[src/rtl/rv32i_pkg.sv]
// Shared RV32I load/store definitions: funct3 access modes, LSU FSM encoding
// and small mode-decode helpers used by the LSU and its alignment logic.
package rv32i_pkg;

    // funct3 encodings for loads/stores
    localparam logic [2:0] Funct3B  = 3'b000;
    localparam logic [2:0] Funct3H  = 3'b001;
    localparam logic [2:0] Funct3W  = 3'b010;
    localparam logic [2:0] Funct3Bu = 3'b100;
    localparam logic [2:0] Funct3Hu = 3'b101;

    typedef enum logic [1:0] {
        LsuIdle = 2'd0,
        LsuReq  = 2'd1,
        LsuWait = 2'd2,
        LsuDone = 2'd3
    } lsu_state_e;

    typedef enum logic [1:0] {
        SzByte = 2'd0,
        SzHalf = 2'd1,
        SzWord = 2'd2
    } lsu_size_e;

    // Unlisted encodings (011, 110, 111) fall through to word accesses
    function automatic lsu_size_e mode_size(input logic [2:0] mode);
        lsu_size_e sz;
        case (mode)
            Funct3B, Funct3Bu: sz = SzByte;
            Funct3H, Funct3Hu: sz = SzHalf;
            default:           sz = SzWord;
        endcase
        return sz;
    endfunction

    function automatic logic mode_unsigned(input logic [2:0] mode);
        return (mode == Funct3Bu) || (mode == Funct3Hu);
    endfunction

    function automatic logic is_misaligned(input logic [2:0] mode, input logic [1:0] off);
        logic mis;
        case (mode_size(mode))
            SzByte:  mis = 1'b0;
            SzHalf:  mis = off[0];
            default: mis = (off != 2'b00);
        endcase
        return mis;
    endfunction

endpackage

[src/rtl/lsu_align.sv]
// Combinational lane logic for the LSU: byte enables and lane-replicated store
// data for the outgoing request, plus extraction/extension of returned words.
module lsu_align
    import rv32i_pkg::*;
(
    input  logic [2:0]  st_mode_i,
    input  logic [1:0]  st_off_i,
    input  logic [31:0] st_data_i,
    output logic [3:0]  st_be_o,
    output logic [31:0] st_wdata_o,
    input  logic [2:0]  ld_mode_i,
    input  logic [1:0]  ld_off_i,
    input  logic [31:0] ld_rdata_i,
    output logic [31:0] ld_data_o
);

    logic [31:0] ld_shifted;
    logic        ld_unsigned;

    // Store side: enables follow the byte offset, data is replicated across lanes
    always_comb begin
        st_be_o    = 4'b1111;
        st_wdata_o = st_data_i;
        case (mode_size(st_mode_i))
            SzByte: begin
                st_be_o    = 4'b0001 << st_off_i;
                st_wdata_o = {4{st_data_i[7:0]}};
            end
            SzHalf: begin
                st_be_o    = 4'b0011 << st_off_i;
                st_wdata_o = {2{st_data_i[15:0]}};
            end
            default: begin
                st_be_o    = 4'b1111;
                st_wdata_o = st_data_i;
            end
        endcase
    end

    // Load side: move the addressed lane to bit 0, then sign- or zero-extend
    always_comb begin
        ld_shifted  = ld_rdata_i >> {ld_off_i, 3'b000};
        ld_unsigned = mode_unsigned(ld_mode_i);
        ld_data_o   = ld_rdata_i;
        case (mode_size(ld_mode_i))
            SzByte: begin
                ld_data_o = ld_unsigned ? {24'b0, ld_shifted[7:0]}
                                        : {{24{ld_shifted[7]}}, ld_shifted[7:0]};
            end
            SzHalf: begin
                ld_data_o = ld_unsigned ? {16'b0, ld_shifted[15:0]}
                                        : {{16{ld_shifted[15]}}, ld_shifted[15:0]};
            end
            default: ld_data_o = ld_rdata_i;
        endcase
    end

endmodule

[src/rtl/mem_lsu.sv]
// M-stage load/store unit: turns one load/store per instruction into a single
// request/grant/response bus transaction and stalls the pipeline until done.
// Optional response timeout is enabled by defining LSU_TIMEOUT_EN.
module mem_lsu
    import rv32i_pkg::*;
#(
    parameter int unsigned TIMEOUT_CYCLES = 16
) (
    input  logic        clk,
    input  logic        rst_n,
    input  logic        memRead_M,
    input  logic        memWrite_M,
    input  logic [2:0]  mode_M,
    input  logic [31:0] addr_M,
    input  logic [31:0] write_Data_M,
    output logic        stall_M,
    output logic [31:0] load_data_M,
    output logic        load_valid,
    output logic        misalign_M,
    output logic        bus_req,
    output logic        bus_we,
    output logic [31:0] bus_addr,
    output logic [31:0] bus_wdata,
    output logic [3:0]  bus_be,
    input  logic        bus_gnt,
    input  logic        bus_rvalid,
    input  logic [31:0] bus_rdata,
    output logic        bus_err
);

    lsu_state_e  state_q, state_d;
    logic [31:0] bus_addr_q, bus_addr_d;
    logic [31:0] wdata_q, wdata_d;
    logic [3:0]  be_q, be_d;
    logic        we_q, we_d;
    logic [2:0]  mode_q, mode_d;
    logic [1:0]  off_q, off_d;
    logic        is_load_q, is_load_d;
    logic [31:0] load_data_q, load_data_d;

    logic        access;
    logic        misaligned;
    logic        start;
    logic        resp;
    logic [3:0]  align_be;
    logic [31:0] align_wdata;
    logic [31:0] align_ldata;

`ifdef LSU_TIMEOUT_EN
    localparam int unsigned CntW = $clog2(TIMEOUT_CYCLES + 1);
    logic [CntW-1:0] cnt_q, cnt_d;
    logic            err_q, err_d;
`else
    logic unused_timeout_cfg;
    assign unused_timeout_cfg = ^TIMEOUT_CYCLES;
`endif

    lsu_align u_align (
        .st_mode_i  (mode_M),
        .st_off_i   (addr_M[1:0]),
        .st_data_i  (write_Data_M),
        .st_be_o    (align_be),
        .st_wdata_o (align_wdata),
        .ld_mode_i  (mode_q),
        .ld_off_i   (off_q),
        .ld_rdata_i (bus_rdata),
        .ld_data_o  (align_ldata)
    );

    // Request decode and combinational pipeline handshake
    always_comb begin
        access     = memRead_M | memWrite_M;
        misaligned = is_misaligned(mode_M, addr_M[1:0]);
        start      = (state_q == LsuIdle) && access && !misaligned;
        misalign_M = (state_q == LsuIdle) && access && misaligned;
        stall_M    = start || (state_q == LsuReq) || (state_q == LsuWait);
        // A response only counts once the request has been granted
        resp       = bus_rvalid && ((state_q == LsuWait) || (state_q == LsuReq && bus_gnt));
    end

    // Next-state logic for the FSM and its registered bus/result outputs
    always_comb begin
        state_d     = state_q;
        bus_addr_d  = bus_addr_q;
        wdata_d     = wdata_q;
        be_d        = be_q;
        we_d        = we_q;
        mode_d      = mode_q;
        off_d       = off_q;
        is_load_d   = is_load_q;
        load_data_d = load_data_q;
`ifdef LSU_TIMEOUT_EN
        cnt_d       = cnt_q;
        err_d       = 1'b0;
`endif
        case (state_q)
            LsuIdle: begin
                if (start) begin
                    state_d    = LsuReq;
                    bus_addr_d = {addr_M[31:2], 2'b00};
                    wdata_d    = align_wdata;
                    be_d       = align_be;
                    // Read and write together behaves as a store
                    we_d       = memWrite_M;
                    is_load_d  = memRead_M & ~memWrite_M;
                    mode_d     = mode_M;
                    off_d      = addr_M[1:0];
`ifdef LSU_TIMEOUT_EN
                    cnt_d      = '0;
`endif
                end
            end
            LsuReq, LsuWait: begin
                if (resp) begin
                    state_d = LsuDone;
                    if (is_load_q) begin
                        load_data_d = align_ldata;
                    end
                end else begin
                    if (state_q == LsuReq && bus_gnt) begin
                        state_d = LsuWait;
                    end
`ifdef LSU_TIMEOUT_EN
                    cnt_d = cnt_q + CntW'(1);
                    if (cnt_d == CntW'(TIMEOUT_CYCLES)) begin
                        state_d     = LsuDone;
                        err_d       = 1'b1;
                        load_data_d = '0;
                    end
`endif
                end
            end
            LsuDone: state_d = LsuIdle;
            default: state_d = LsuIdle;
        endcase
    end

    // State and output registers with synchronous active-low reset
    always_ff @(posedge clk) begin
        if (!rst_n) begin
            state_q     <= LsuIdle;
            bus_addr_q  <= '0;
            wdata_q     <= '0;
            be_q        <= '0;
            we_q        <= 1'b0;
            mode_q      <= '0;
            off_q       <= '0;
            is_load_q   <= 1'b0;
            load_data_q <= '0;
`ifdef LSU_TIMEOUT_EN
            cnt_q       <= '0;
            err_q       <= 1'b0;
`endif
        end else begin
            state_q     <= state_d;
            bus_addr_q  <= bus_addr_d;
            wdata_q     <= wdata_d;
            be_q        <= be_d;
            we_q        <= we_d;
            mode_q      <= mode_d;
            off_q       <= off_d;
            is_load_q   <= is_load_d;
            load_data_q <= load_data_d;
`ifdef LSU_TIMEOUT_EN
            cnt_q       <= cnt_d;
            err_q       <= err_d;
`endif
        end
    end

    assign bus_req     = (state_q == LsuReq);
    assign bus_we      = we_q;
    assign bus_addr    = bus_addr_q;
    assign bus_wdata   = wdata_q;
    assign bus_be      = be_q;
    assign load_data_M = load_data_q;
    assign load_valid  = (state_q == LsuDone) && is_load_q;
`ifdef LSU_TIMEOUT_EN
    assign bus_err     = err_q;
`else
    assign bus_err     = 1'b0;
`endif

endmodule
[config.mk]
export PLATFORM = sky130hd
export DESIGN_NAME = mem_lsu
export DESIGN_NICKNAME = d
export VERILOG_FILES = /design/src/rtl/rv32i_pkg.sv /design/src/rtl/lsu_align.sv /design/src/rtl/mem_lsu.sv
export SDC_FILE = /design/constraint.sdc
export NUM_CORES = 1
export LEC_CHECK = 0
export BUFFER_PORTS_ARGS = -buffer_cell sky130_fd_sc_hd__buf_2
export CORE_UTILIZATION = 31
export DETAILED_ROUTE_END_ITERATION = 10
export GPL_ROUTABILITY_DRIVEN = 0
export RECOVER_POWER = 100
export SLEW_MARGIN = 0
export SYNTH_ARGS = -nofsm -noshare
export SYNTH_HDL_FRONTEND = slang
export SYNTH_SLANG_ARGS = --single-unit
[constraint.sdc]
create_clock -name clk -period 2.15 [get_ports clk]
set_clock_uncertainty 0.05 [all_clocks]
set_input_delay 0.215 -clock clk [delete_from_list [all_inputs] [get_ports clk]]
set_output_delay 0.215 -clock clk [all_outputs]
set_load 0.05 [all_outputs]
==> out/results.md, run 1 <==
| Metric | This run | Unit |
|---|---|---|
| DRC violation total after the first TritonRoute iteration | 214 | - |
| Fraction of registers with async set or reset after synthesis | 0 | % |
| Netlist cell types | 51 | - |
| Vertical die dimension | 127.9 | µm |
| Data required time at the worst endpoint | 1.88 | ns |
| Reg2Reg Depth | 7 | - |
| Setup repair after global routing missed its margin | no | - |
| Cells after Synth | 591 | - |
| Worst hold path depth | 3 | - |
| Leakage | 2.541 | nW |
| Worst-case register-to-register setup slack | 0.19 | ns |
| Capture point of the worst reg-to-reg path | load_data_M[19] | - |
| Primary flip-flop cell chosen by synthesis mapping | dfxtp_1 | - |
| Via-per-instance ratio | 4.948 | - |
| Highest clock frequency the design can meet | 487.9 | MHz |
| Peak per-stage delay on the critical path | 0.36 | ns |
| Cell count after placement | 979 | - |
| Reg-to-Reg Start | state_q[1] | - |
| Mean instance size in the synthesized netlist | 8.312 | µm² |
| Residual DRC | 0 | - |
| Result of the run | finished, final reports clean | - |
| Global-route wire length before repair | 23970 | µm |
| Total die area | 16350 | µm² |
| Final critical path time including I/O delays and setup | 2.049 | ns |
| Number of synthesis warnings | 0 | - |
| Max Root-Sink Buffers | 2 | - |
| Post-synth EDFFs | 0 | - |
| Dominant cells by area after synthesis | dfxtp_1 44%, nand2_1 8.8%, a21oi_1 8.2% | - |
| Detailed placement HPWL | 11240 | µm |
| Worst min-delay path startpoint | addr_M[3] | - |
| Clock latency at the later pin of the worst-skew pair | 0.35 | ns |
| Clock root cell | clkbuf_16 | - |
| Placeable core region | 15310 | µm² |
| Worst Tran Pin Value | 0.6768 | ns |
| Max-slew violations | 0 | - |
| Endpoint type of the worst setup path | output port | - |
| Commonest cells after routing, fill and taps aside | 115 x nand2_1, 106 x dfxtp_1, 104 x buf_2, 103 x clkbuf_1, 80 x a21oi_1 | - |
| Largest net degree at the start of global routing | 59 | - |
| Critical path cell sequence | inv_1, ha_1, o21ai_4, a21oi_4, or3_1, clkbuf_4 | - |
| Hold WC Path Type | primary input to flop | - |
| Leading cell type in the layout, fill and taps excluded | nand2_1 | - |
| Total of flip-flops plus latches after synthesis | 107 | - |
| Layout cell share with drive strength beyond 1 | 22.80 | % |
| 1st-pass router iterations | 4 | - |
| Max-capacitance violation count | 0 | - |
| Non-filler instance count after layout | 999 | - |
| Routed WL per cell | 15.29 | µm |
| Hold buffer count at CTS | 0 | - |
| Biggest fanout along the worst timing path | 4 | - |
| Clock slew seen by the registers of the worst setup and hold paths | 0.07 | ns |
| Number of global-route vias before repair | 4570 | - |
| Total CTS buffers | 9 | - |
| Total vias in the final route | 4943 | - |
| IO Pins | 211 | - |
| Antenna viol nets, final | 0 | - |
| Hold slack | 0.05001 | ns |
| Number of levels the H-tree was split into | 3 | - |
| Reg area | 2143 | µm² |
| Total power divided by cell area | 1129 | nW/µm² |
| Fill cell instance count of the final layout | 1657 | - |
| Starting density of the core | 32.08 | % |
| Post-Route WL | 15280 | µm |
| Synthesis-to-layout area growth | 30.57 | % |
| Cell with the biggest individual delay on the critical path | dfxtp_2 | - |
| Global-route congestion overflow total | 0 | - |
| Number of antenna violations at the first check in global routing | 4 | - |
| Startpoint class of the critical path | flop | - |
| Horizontal die dimension | 127.9 | µm |
| Critical Setup Path Class | flop to output port | - |
| Sequential element share of the synthesized area | 43.61 | % |
| Number of endpoints with negative hold slack in the final report | 0 | - |
| Core Rows | 45 | - |
| Clk sinks | 107 | - |
| Max VDD drop | 0.4406 | mV |
| Max-slew headroom | 55.07 | % |
| Aggregate global-route resource usage | 18.70 | % |
| Post-Route Setup TNS | 0 | ns |
| Critical path origin | state_q[0] | - |
| Endpoint of the worst hold path | bus_addr[3] | - |
| Worst endpoint data arrival time | 1.78 | ns |
| Clock tree from TritonCTS | yes | - |
| Total area of multi-input combinational cells | 2499 | µm² |
| Ratio of final minimum period to clock period | 95.32 | % |
| Number of failing setup endpoints in the final timing report | 0 | - |
| Count of port buffers added during placement | 207 | - |
| Area share of the leading cell type in the synthesized netlist | 43.61 | % |
| Cell accounting for the most synthesized area | dfxtp_1 | - |
| Cell area after synthesis | 4912 | µm² |
| Count of nets after finishing | 889 | - |
## state kept, by name (all words and copies together) (netlist names)
signal and count:
bus_addr 30, bus_be 4, bus_wdata 32, bus_we 1, is_load_q 1, load_data_M 32, mode_q 3, off_q 2
state_q 2
## synthesized netlist by cell type, types with 9 or more instances
master,number
a21oi_1,80
mux2i_1,12
o221a_2,14
nor2_1,30
clkbuf_1,22
inv_1,9
a311oi_1,13
buf_2,23
mux2_2,9
nand2_1,115
nand3_1,9
and2_1,17
o21ai_0,43
dfxtp_1,107
o221a_1,10
## worst max-delay path, delay by kind of cell, from the launching register on
family          cells  cell delay [ns]
simple gates        1             0.36
compound gates      2             0.15
fa+ha+maj           1             0.26
buf+inv             2             0.30
flops               1             0.36
## cells by family after synthesis
logic type | after synthesis | share of synthesized area, %
other | 1 | 0.07634
flip-flops | 107 | 43.61
buffers and inverters | 64 | 5.935
multiplexers | 21 | 4.509
AND/OR/NAND/NOR | 186 | 16.23
AO/OA/AOI/OAI | 207 | 28.45
adder cells (fa/ha/maj) | 4 | 1.019
XOR/XNOR | 1 | 0.1783
## metal layers
metal | GRT usage (%) | wire length [µm]
met5 | 0 | 16
met2 | 29.16 | 6701
met1 | 24.42 | 7081
met4 | 8.720 | 404
met3 | 4.341 | 1071
## final cells by class
type | count | area share (%)
Multi-Input combinational cell | 422 | 38.96
Tap cell | 211 | 4.116
Clock inverter | 4 | 1.873
Antenna cell | 3 | 0.1171
Timing Repair Buffer | 230 | 16.93
Inverter | 10 | 0.5853
Sequential cell | 107 | 33.42
Clock buffer | 12 | 3.999
## timing repair
action,in CTS,in global routing
cloned,0,0
gates resized for setup,2,1
buffers inserted,0,1
endpoints found under the setup margin,1,1
## how the worst max path moves through the flow
| stage | endpoint | slack [ns] | cells after the start |
|---|---|---|---|
| finish | stall_M | 0.10 | 6 |
| global route | stall_M | 0.03 | 6 |
| CTS | stall_M | 0.006 | 6 |
| detailed placement | load_data_M[4] | 0.27 | 7 |
| global placement | load_data_M[4] | 0.33 | 7 |
| floorplan | load_data_M[10] | 0.16 | 7 |
## where the power goes
group | internal [W] | leakage [nW] | switching, W
Clock | 0.00132 | 0.183 | 0.000748
Sequential | 0.00226 | 0.873 | 0.000159
Combinational | 0.000759 | 1.48 | 0.00200
## through the flow
| step | instance area (µm²) | total power [W] | utilization (%) | setup WS [ns] |
|---|---|---|---|---|
| final | 6414 | 0.007240 | 41.88 | 0.1006 |
| after global routing | 6411 | 0.007634 | 41.86 | 0.02755 |
| after CTS | 6546 | 0.007384 | 42.75 | 0.006058 |
| after detailed placement | 6160 | 0.005278 | 40.22 | 0.2719 |
| after global placement | 6160 | 0.005272 | 40.22 | 0.3318 |
| after floorplan | 4922 | 0.004548 | - | 0.1605 |
Note: power is estimated with default switching activity, not from simulation.
==> run 2: changes to the inputs <==
--- a/config.mk
+++ b/config.mk
@@ -6,6 +6,7 @@
 export NUM_CORES = 1
 export LEC_CHECK = 0
 export BUFFER_PORTS_ARGS = -buffer_cell sky130_fd_sc_hd__buf_2
+export CORE_ASPECT_RATIO = 1.1
 export CORE_UTILIZATION = 31
 export DETAILED_ROUTE_END_ITERATION = 10
 export GPL_ROUTABILITY_DRIVEN = 0
==> run 2 against run 1 <==
Effect of this change: flip-flop and latch count did not move; total power fell by 7.1%; sequential power barely moved; core utilization fell by 0.83 points; maximum frequency rose by 2.2%; worst setup slack improved by 0.045 ns; global-route usage rose by 0.17 points; sequential share of layout area rose by 0.73 points; combinational power barely moved; via count rose by 0.22%; die area barely moved; critical path type unchanged; critical endpoint unchanged; highest routed layer is now met4.
==> out/results.md, run 2 (synthesis gave the netlist of run 1 again) <==
| Metric | This run | Unit |
|---|---|---|
| Post-Route WL | 15560 | µm |
| Fill cell instance count of the final layout | 1649 | - |
| Worst hold path depth | 3 | - |
| Result of the run | finished, final reports clean | - |
| WL met3 | 1099 | µm |
| 1st-pass router iterations | 4 | - |
| Count of port buffers added during placement | 207 | - |
| Max VDD drop | 0.4742 | mV |
| Total power divided by cell area | 1072 | nW/µm² |
| Horizontal die dimension | 122.0 | µm |
| Critical Setup Path Class | flop to output port | - |
| Number of endpoints with negative hold slack in the final report | 0 | - |
| Count of nets after finishing | 890 | - |
| Max Root-Sink Buffers | 2 | - |
| Total vias in the final route | 4954 | - |
| Setup repair after global routing missed its margin | no | - |
| Synthesis-to-layout area growth | 27.76 | % |
| Hold WC Path Type | primary input to flop | - |
| Clock slew seen by the registers of the worst setup and hold paths | 0.08 | ns |
| Post-Route Setup TNS | 0 | ns |
| DRC violation total after the first TritonRoute iteration | 305 | - |
| Met2 wire len | 7528 | µm |
| Number of global-route vias before repair | 4568 | - |
| Clk sinks | 107 | - |
| Aggregate global-route resource usage | 18.87 | % |
| Leakage | 2.482 | nW |
| Antenna viol nets, final | 0 | - |
| Detailed placement HPWL | 11300 | µm |
| Startpoint class of the critical path | flop | - |
| Final critical path time including I/O delays and setup | 2.005 | ns |
| Commonest cells after routing, fill and taps aside | 115 x nand2_1, 106 x dfxtp_1, 105 x buf_2, 104 x clkbuf_1, 80 x a21oi_1 | - |
| Number of failing setup endpoints in the final timing report | 0 | - |
| Core Rows | 47 | - |
| Endpoint type of the worst setup path | output port | - |
| Worst endpoint data arrival time | 1.74 | ns |
| Starting density of the core | 32.13 | % |
| DR top layer | met4 | - |
| Max-capacitance violation count | 0 | - |
| IO Pins | 211 | - |
| Total die area | 16350 | µm² |
| Data required time at the worst endpoint | 1.88 | ns |
| Global-route congestion overflow total | 0 | - |
| Worst Tran Pin Value | 0.6827 | ns |
| Antenna diode instance count | 0 | - |
| Largest net degree at the start of global routing | 59 | - |
| Number of antenna violations at the first check in global routing | 1 | - |
| Clock tree from TritonCTS | yes | - |
| Layout cell share with drive strength beyond 1 | 22.70 | % |
| Biggest fanout along the worst timing path | 4 | - |
| Max-slew headroom | 54.68 | % |
| Max-slew violations | 0 | - |
| Vertical die dimension | 134.0 | µm |
| Total CTS buffers | 9 | - |
| Clock root cell | clkbuf_16 | - |
| Routed WL per cell | 15.87 | µm |
| Residual DRC | 0 | - |
| Hold slack | 0.04907 | ns |
| Number of levels the H-tree was split into | 3 | - |
| Hold buffer count at CTS | 0 | - |
| Via-per-instance ratio | 5.055 | - |
| Met1 WL | 6815 | µm |
| Highest clock frequency the design can meet | 498.9 | MHz |
| Global-route wire length before repair | 23940 | µm |
| Ratio of final minimum period to clock period | 93.24 | % |
| Leading cell type in the layout, fill and taps excluded | nand2_1 | - |
| Placeable core region | 15290 | µm² |
| Reg2Reg Depth | 7 | - |
| Clock latency at the later pin of the worst-skew pair | 0.35 | ns |
-- run 2: cell count changes in the layout (fill, tap and decap cells not counted), sizes merged --
cell	delta
bufinv	-4
diode	-3
buf	-1
clkbuf	+1
clkinv	+1
clkinvlp	+1
inv	+1
-- run 2: final timing paths --
check                                       end    startpoint  slack (ns)
worst max-delay path                    stall_M    state_q[1]        0.15
worst min-delay path                bus_addr[4]     addr_M[4]        0.05
worst max register to register  load_data_M[18]    state_q[1]        0.19
worst min register to register     bus_addr[22]  bus_addr[22]        0.40
-- run 2: repair_timing --
| action | 4_1_cts | 5_1_grt |
|---|---|---|
| resized for setup | 1 | 2 |
| pin swaps | 0 | 0 |
| cloned | 0 | 0 |
| setup buffers | 0 | 2 |
| endpoints found under the setup margin | 1 | 1 |
-- run 2: cell type report --
class	count	area (µm²)	area share, %
clock buffer	11	242.7	3.868
timing repair buffer	231	1072	17.09
clock inverter	3	25.02	0.3987
inverter	10	37.54	0.5981
tap	196	245.2	3.907
sequential	107	2143	34.15
multi-input combinational	422	2510	39.99
-- run 2: layer usage --
layer	track usage, %	vias to the layer above
met3	4.422	7
li1	-	2465
met5	0	-
met2	31.29	167
met4	6.722	0
met1	23.64	2315
-- run 2: stage by stage --
step / std cells / power (W) / instance area (µm²) / utilization (%) / setup WS, ns
after floorplan: 593 / 0.004548 / 4922 / - / 0.1605
after global placement: 964 / 0.005246 / 6128 / 40.08 / 0.3014
after detailed placement: 964 / 0.005255 / 6128 / 40.08 / 0.2482
after CTS: 978 / 0.006851 / 6404 / 41.88 / 0.03285
after global routing: 980 / 0.007091 / 6276 / 41.05 / 0.03831
final: 980 / 0.006727 / 6276 / 41.05 / 0.1454
-- run 2: where the power goes --
part	internal [W]	switching [W]	leakage (nW)	total, W
logic	0.000748	0.00200	1.48	0.00275
clock network	0.000813	0.000754	0.128	0.00157
registers	0.00226	0.000154	0.873	0.00241
-- run 2: critical path: stages (launching register included) --
cell and delay (ns):
dfxtp_1 0.36, inv_1 0.09, ha_1 0.24, o21ai_4 0.11, a21oi_4 0.07, or3_1 0.32, buf_2 0.22
